===== src/rtl/sine_layer_pkg.sv =====
// Shared constants for the sine overlay: quarter-wave table, speed width and mode encoding.
package sine_layer_pkg;

  localparam int unsigned SPEED_W = 4;

  typedef enum logic {
    ModeLine = 1'b0,
    ModeFill = 1'b1
  } mode_e;

  // T[i] = round(64 * sin(pi * i / 64)), i = 0..32
  localparam logic [6:0] T [33] = '{
    7'd0,  7'd3,  7'd6,  7'd9,  7'd12, 7'd16, 7'd19, 7'd22,
    7'd24, 7'd27, 7'd30, 7'd33, 7'd36, 7'd38, 7'd41, 7'd43,
    7'd45, 7'd47, 7'd49, 7'd51, 7'd53, 7'd55, 7'd56, 7'd58,
    7'd59, 7'd60, 7'd61, 7'd62, 7'd63, 7'd63, 7'd64, 7'd64,
    7'd64
  };

endpackage


===== src/rtl/sine_height.sv =====
// Combinational wave height: quarter-wave lookup scaled by the amplitude, rounded to pixels.
module sine_height
  import sine_layer_pkg::*;
#(
  parameter int unsigned AMP = 12
) (
  input  logic [5:0] idx,
  output logic [6:0] h
);

  logic [12:0] prod;

  always_comb begin
    prod = 13'(AMP) * 13'(T[idx]) + 13'd32;
    h    = 7'(prod >> 6);
  end

endmodule


===== src/rtl/sine_scroll_layer.sv =====
// Animated sine-wave overlay: per-frame phase scroll, two-stage pixel pipeline to overlay_active.
module sine_scroll_layer
  import sine_layer_pkg::*;
#(
  parameter int unsigned X0          = 374,
  parameter int unsigned Y0          = 96,
  parameter int unsigned PERIOD_LOG2 = 7,
  parameter int unsigned SPAN        = 256,
  parameter int unsigned AMP         = 12,
  parameter int unsigned THICK       = 0
) (
  input  logic                   clk,
  input  logic                   rst,
  input  logic [9:0]             x,
  input  logic [9:0]             y,
  input  logic                   frame_start,
  input  logic                   enable,
  input  logic [SPEED_W-1:0]     speed,
  input  logic                   mode,
  output logic                   overlay_active,
  output logic [PERIOD_LOG2-1:0] phase
);

  localparam int unsigned       PL   = PERIOD_LOG2;
  localparam int unsigned       QL   = 1 << (PL - 2);
  localparam logic signed [11:0] YC  = 12'(Y0 + AMP);
  localparam logic [9:0]        YMAX = 10'(Y0 + 2 * AMP);

  logic [PL-1:0]       phase_d, phase_q;
  logic [9:0]          off_x;
  logic [PL-1:0]       p;
  logic [PL-3:0]       pos;
  logic [5:0]          idx_d, idx_q;
  logic [1:0]          q_d, q_q;
  logic                win_d, win_q;
  logic [9:0]          y_q;
  logic [6:0]          h;
  logic signed [11:0]  s, row, yv, diff;
  logic                line_hit, fill_hit;
  logic                active_d, active_q;

  always_comb begin
    phase_d = phase_q;
    if (frame_start && enable) begin
      phase_d = phase_q + PL'($signed(speed));
    end
  end

  // Stage 1: pixel phase, quadrant fold and band window.
  always_comb begin
    off_x = x - 10'(X0);
    p     = off_x[PL-1:0] + phase_q;
    q_d   = p[PL-1:PL-2];
    pos   = p[PL-3:0];
    idx_d = (q_d[0] ? (6'(QL) - 6'(pos)) : 6'(pos)) << (7 - PL);
    win_d = (off_x < 10'(SPAN)) && (y >= 10'(Y0)) && (y <= YMAX);
  end

  sine_height #(
    .AMP (AMP)
  ) u_height (
    .idx (idx_q),
    .h   (h)
  );

  // Stage 2: compare the beam row against the curve row yc - s.
  always_comb begin
    s = $signed({5'b0, h});
    if (q_q[1]) begin
      s = -s;
    end
    row  = YC - s;
    yv   = $signed({2'b0, y_q});
    diff = yv - row;
    if (diff < 0) begin
      diff = -diff;
    end
    line_hit = diff <= $signed(12'(THICK));
    fill_hit = ((yv <= YC) && (yv >= row)) || ((yv >= YC) && (yv <= row));
    active_d = win_q && ((mode == ModeFill) ? fill_hit : line_hit);
  end

  always_ff @(posedge clk) begin
    if (rst) begin
      phase_q  <= '0;
      idx_q    <= '0;
      q_q      <= '0;
      win_q    <= 1'b0;
      y_q      <= '0;
      active_q <= 1'b0;
    end else begin
      phase_q  <= phase_d;
      idx_q    <= idx_d;
      q_q      <= q_d;
      win_q    <= win_d;
      y_q      <= y;
      active_q <= active_d;
    end
  end

  assign overlay_active = active_q;
  assign phase          = phase_q;

endmodule


===== config.mk =====
export PLATFORM = sky130hd
export DESIGN_NAME = sine_scroll_layer
export DESIGN_NICKNAME = d
export VERILOG_FILES = /design/src/rtl/sine_layer_pkg.sv /design/src/rtl/sine_height.sv /design/src/rtl/sine_scroll_layer.sv
export SDC_FILE = /design/constraint.sdc
export NUM_CORES = 1
export LEC_CHECK = 0
export CAP_MARGIN = 20
export CORE_UTILIZATION = 53
export DETAILED_ROUTE_END_ITERATION = 12
export PLACE_DENSITY = 0.84
export SYNTH_ARGS = -nofsm -noshare
export SYNTH_HDL_FRONTEND = slang
export SYNTH_SLANG_ARGS = --single-unit

===== constraint.sdc =====
create_clock -name clk -period 5.86 [get_ports clk]
set_input_delay 1.172 -clock clk [delete_from_list [all_inputs] [get_ports clk]]
set_output_delay 1.172 -clock clk [all_outputs]
set_load 0.02 [all_outputs]

==> out/results.tsv, run 1 <==
stage	metric	value	unit
floorplanning	start_util	55.3	%
drt	vias	4228	
synthesis	synthArstFlopShare	0	%
synthesis	synthCells	447	
global_route	met1_usage	36.3	%
drt	drt-initial-drc-count	403	
cts	clock-sinks	26	
synthesis	avgSynthCellArea	7.90	µm²
status	violations	negative setup slack	
critical_path	crit_path_end_kind	flip-flop	
synthesis	synth-seq-cells	26	
floorplanning	dieArea	7000	µm²
sta	grt_setup_unrepaired	yes	
synthesis	synth.most_common_cell	nor2_1	
cts	htreeDepth	1	
final_layout	layout.nets	629	
sta	skew	0.00770	ns
floorplanning	die_y	83.7	µm
sta	drv_slew	0	
drt	drcViolationCount	0	
sta	max_freq	155	MHz
synthesis	synth_top_area_share	14.7	%
critical_path	required	6.05	ns
final_layout	syn2layout_area_growth	44.2	%
sta	worstMarginPinSlew	1.06	ns
final_layout	final_cell_area	5090	µm²
synthesis	yosys.area.top_type	dfxtp_1	
synthesis	synth_fp_nets	516	
final_layout	instances_no_fill	636	
drt	wl_per_cell	20.6	µm
floorplanning	die_w	83.7	µm
synthesis	ys_warn_count	0	
synthesis	ys_types	80	
synthesis	synth-edff-count	0	
cts	clkTransAtPathRegs	0.10	ns
critical_path	cp_slowest_stage_delay	0.42	ns
place	dpl-instance-area	4510	µm²
cts	clk_latency	0.28	ns
final_layout	antenna_cells	0	
floorplanning	fp-row-count	29	
global_route	grt_overflow	0	
final_layout	final_layout_size_suffix_gt1_share	32.4	%
global_route	globalRouteTotalUtil	31.3	%
critical_path	crit_top_cell	ha_4	
synthesis	ys_seq_area_share	14.7	%
sta	finalCritPeriodShare	110	%
drt	ant_nets	0	
sta	setup_viol	1	
floorplanning	core_region_area	6390	µm²
global_route	met2_usage	57.6	%
sta	setup_ws	-0.600	ns
global_route	grt_busiest_layer	met2	
global_route	antenna_found_initial	0	
sta	maxSlewHeadroom	29.3	%
cts	cts.path.max_buffers	2	
synthesis	syn_area	3530	µm²
status	outcome	finished, violations left	
job	maxCapViolCount	0	
drt	routed_wl	13100	µm
sta	fin_crit	6.46	ns
cts	cts_tree	yes	
cts	cts_buffers	3	
critical_path	crit_fanout	5	
floorplanning	ioPinCount	37	
place	place.gp.congestion	0.939	
sta	tns	-0.600	ns
hold_path	hold_class	flip-flop to flip-flop	
synthesis	synthFlopType	dfxtp_1	
critical_path	crit_arrival	6.65	ns
critical_path	cp-start-kind	flip-flop	
drt	via_per_inst	6.65	
global_route	grt_pass1_wl	18300	µm
cts	root_buffer	clkbuf_8	
synthesis	synth_common_cells	nor2_1 (47), a21oi_1 (39), ha_1 (37), inv_1 (28), dfxtp_1 (26)	
sta	hold_viol_final	0	
global_route	grt_pass1_vias	4073	
critical_path	critical_path_class	flip-flop to flip-flop	
drt	firstDrtPassIters	5	
place	io_buffer_count	36	
place	place_inst	615	
global_route	use_met3	4.65	%
place	dp_hpwl	7620	µm
synthesis	synthTopCellsByArea	dfxtp_1 (15%), ha_1 (13%), xnor2_1 (5.7%)	
final_layout	num-fill-cells	335	
global_route	grt_max_degree	26	
critical_path	critPathSlowestCell	a311o_1	
worst max-delay path: cells and delay by family, from the launching register on:
family	cells	cell delay, ns
AOI/OAI and AO/OA	12	2.70
adders and majority gates	3	0.68
xor gates and xnor gates	4	0.59
DFF	1	0.41
and+or+nand+nor	8	1.49
buffers and inverters	5	0.52
layout make-up:
type	count	area [µm²]	share of cell area [%]
clock buffers	4	45.0	0.884
flip-flops and latches	26	527	10.3
multi-input cells	379	3280	64.4
well taps	77	96.3	1.89
repair buffers	122	1040	20.4
inverters	28	110	2.16
cells in the final DEF (no fill, tap or decap), types with 7 or more instances in the layout:
cell             netlist  routed
o21ai_0               15      12
clkdlybuf4s50_1        0      36
dfxtp_1               26      23
a21o_1                12      12
ha_1                  37      28
xor2_1                12       9
nor2b_1               18      18
nand2_1               16      14
nor2_1                47      38
nand3_1               12      12
ha_4                   0       8
xnor2_1               23      18
buf_4                  4      80
inv_1                 28      23
a31oi_1                7       7
a21oi_1               39      32
nand2b_1               8       7
final timing paths:
kind                            slack, ns  cells past startpoint                         to             startpoint
worst max-delay path                -0.60                     32  overlay_active$_SDFF_PP0_    idx_q[1]$_SDFF_PP0_
worst max register to register      -0.60                     32  overlay_active$_SDFF_PP0_    idx_q[1]$_SDFF_PP0_
worst min-delay path                 0.53                      2      phase[0]$_SDFFE_PP0P_  phase[0]$_SDFFE_PP0P_
worst min register to register       0.53                      2      phase[0]$_SDFFE_PP0P_  phase[0]$_SDFFE_PP0P_
timing repair:
item,in CTS,in global routing
pin swaps,35,30
hold buffers,0,0
endpoints found under the setup margin,1,1
resized for setup,45,33
setup buffers,12,5
cells by family (layout without fill, tap and decap cells):
logic type | after synthesis | after routing | share of synthesized area, %
simple gates | 162 | 162 | 25.5
compound gates | 133 | 133 | 28.1
buf+inv | 42 | 154 | 5.42
fa+ha+maj | 40 | 40 | 14.8
xor+xnor | 36 | 36 | 9.14
flops | 26 | 26 | 14.7
mux | 8 | 8 | 2.37
flip-flops by register name, indices dropped and copies added (netlist names):
signal	flops
y_q	10
phase	7
idx_q	6
overlay_active	1
q_q	1
win_q	1
per-stage QoR:
stage	utilization (%)	setup WS [ns]	hold slack (ns)
4_1_cts	76.4	-0.231	0.524
5_1_grt	79.8	-0.789	0.576
3_3_place_gp	70.6	-0.110	0.495
2_1_floorplan	-	-0.220	0.522
3_5_place_dp	70.6	-0.344	0.511
6_report	79.8	-0.600	0.526
per-layer routing:
layer / wire length (µm) / part of all wire [%]
met3: 1070 / 8.2
met4: 710 / 5.4
met2: 6390 / 49
met1: 4940 / 38
met5: 0 / 0
Power of run 1 is left out: the tool's default activity adds up to more than one toggle a clock period on the data nets, which glitch-free logic cannot reach.
==> run 2: changes to the inputs <==
- CORE_UTILIZATION: 53 -> 54
- CTS_BUF_LIST: default -> sky130_fd_sc_hd__clkbuf_8
- GPL_TIMING_DRIVEN: default -> 0
- PLACE_DENSITY: 0.84 -> 0.86
- SKIP_LAST_GASP: default -> 1
==> run 2 against run 1 <==
Against the previous run:
- the run still ends with negative setup slack left
- sequential cell count unchanged
- cell count decreased by 4.7%
- via count decreased by 5.4%
- setup slack got worse by 0.19 ns
- critical path type unchanged
- critical endpoint unchanged
- highest routed layer unchanged
==> out/results.tsv, run 2 (synthesized netlist as in run 1, its figures left out) <==
stage	metric	value	unit
sta	hold_viol_final	0	
drt	vias	4001	
sta	holdWs	0.520	ns
critical_path	critPathSlowestCell	a311o_1	
sta	fin_crit	6.65	ns
floorplanning	fp-row-count	29	
floorplanning	core_region_area	6350	µm²
status	violations	negative setup slack	
global_route	grt_overflow	0	
cts	root_buffer	clkbuf_8	
final_layout	syn2layout_area_growth	35.9	%
final_layout	largest_register	y_q	
place	dp_hpwl	6700	µm
global_route	grt_pass1_vias	4003	
hold_path	hold_class	flip-flop to flip-flop	
job	maxCapViolCount	0	
sta	grt_setup_unrepaired	yes	
final_layout	largest_register_ffs	10	
sta	setup_viol	1	
critical_path	cp_slowest_stage_delay	0.38	ns
floorplanning	die_y	82.9	µm
final_layout	num-fill-cells	405	
final_layout	final_cell_mix	buf_4 (44), nor2_1 (39), clkdlybuf4s50_1 (36)	
drt	ant_nets	0	
sta	maxSlewHeadroom	60.5	%
cts	cts.path.max_buffers	2	
cts	clkTransAtPathRegs	0.09	ns
cts	cts_buffers	3	
sta	setup_ws	-0.791	ns
drt	firstDrtPassIters	5	
sta	skew	0.00480	ns
place	place.gp.congestion	0.858	
critical_path	crit_path_end_kind	flip-flop	
sta	drv_slew	0	
global_route	globalRouteTotalUtil	31.0	%
drt	wl_per_cell	18.8	µm
place	place_inst	560	
final_layout	layout.nets	599	
critical_path	crit_top_cell	buf_4	
critical_path	crit_fanout	7	
place	io_buffer_count	36	
sta	finalCritPeriodShare	113	%
global_route	antenna_found_initial	0	
cts	cts_tree	yes	
floorplanning	dieArea	6870	µm²
status	outcome	finished, violations left	
floorplanning	ioPinCount	37	
drt	drt-initial-drc-count	255	
floorplanning	start_util	55.6	%
sta	worstMarginPinSlew	0.590	ns
cts	clock-sinks	26	
final_layout	antenna_cells	0	
cts	clk_latency	0.27	ns
cts	htreeDepth	1	
final_layout	multi_input_area	3210	µm²
critical_path	critical_path_class	flip-flop to flip-flop	
critical_path	crit_arrival	6.82	ns
critical_path	reg2reg_setup_slack	-0.79	ns
global_route	grt_max_degree	15	
final_layout	layout_commonest_cell	buf_4	
drt	routed_wl	11400	µm
final_layout	final_layout_size_suffix_gt1_share	27.4	%
global_route	grt_pass1_wl	17800	µm
critical_path	cp-start-kind	flip-flop	
final_layout	instances_no_fill	606	
drt	via_per_inst	6.60	
drt	drcViolationCount	0	
floorplanning	die_w	82.9	µm
sta	max_freq	150	MHz
critical_path	required	6.03	ns
final_layout	seq_area	533	µm²
==> run 2: cell types whose count changed in the layout (fill, tap and decap cells not counted), sizes merged <==
cell and delta:
buf -34, clkbuf +4
==> run 2: metrics by stage <==
stage	setup TNS [ns]	setup slack (ns)	utilization, %	cell area [µm²]
2_1_floorplan	-0.220	-0.220	-	3620
3_5_place_dp	-0.962	-0.962	64.2	4080
6_report	-0.791	-0.791	75.6	4800
5_1_grt	-0.961	-0.961	75.6	4800
4_1_cts	-0.375	-0.375	72.0	4570
3_3_place_gp	-0.731	-0.731	64.2	4080
==> run 2: final timing paths <==
kind	from	to	cells past startpoint
max	idx_q[2]$_SDFF_PP0_	overlay_active$_SDFF_PP0_	35
max reg2reg	idx_q[2]$_SDFF_PP0_	overlay_active$_SDFF_PP0_	35
min	phase[0]$_SDFFE_PP0P_	phase[0]$_SDFFE_PP0P_	2
min reg2reg	phase[0]$_SDFFE_PP0P_	phase[0]$_SDFFE_PP0P_	2
==> run 2: per-layer routing <==
metal / global-route usage, % / vias up / wire (µm)
met5: 0 / - / 0
met4: 15.8 / 0 / 575
li1: - / 1819 / -
met3: 3.78 / 73 / 825
met1: 36.0 / 1871 / 4450
met2: 55.7 / 238 / 5550
==> run 2: area by class of cell <==
type / count / share of cell area, %
Multi-Input combinational cell: 379 / 66.9
Timing Repair Buffer: 79 / 14.3
Sequential cell: 26 / 11.1
Inverter: 28 / 2.29
Buffer: 13 / 2.24
Tap cell: 77 / 2.01
Clock buffer: 4 / 1.15
==> run 2: critical path, delay by kind of cell, from the launching register on <==
kind            cells  cell delay, ns
buf+inv             8            1.06
xor+xnor            4            0.68
fa+ha+maj           4            0.89
flops               1            0.36
simple gates        6            0.87
compound gates     13            2.71
==> run 2: repair_timing <==
item / in CTS / in global routing
setup endpoints to repair: 1 / 1
resized for setup: 38 / 32
pin swaps: 35 / 27
setup buffers: 34 / 9
hold buffers: 0 / 0
Power of run 2 is left out for the same reason.
==> run 3: changes to the inputs <==
- CTS_CLUSTER_DIAMETER: default -> 60
==> results of run 3 <==
Final layout, timing and power as in run 2 (identical DEF).
Power of run 3 is left out for the same reason.
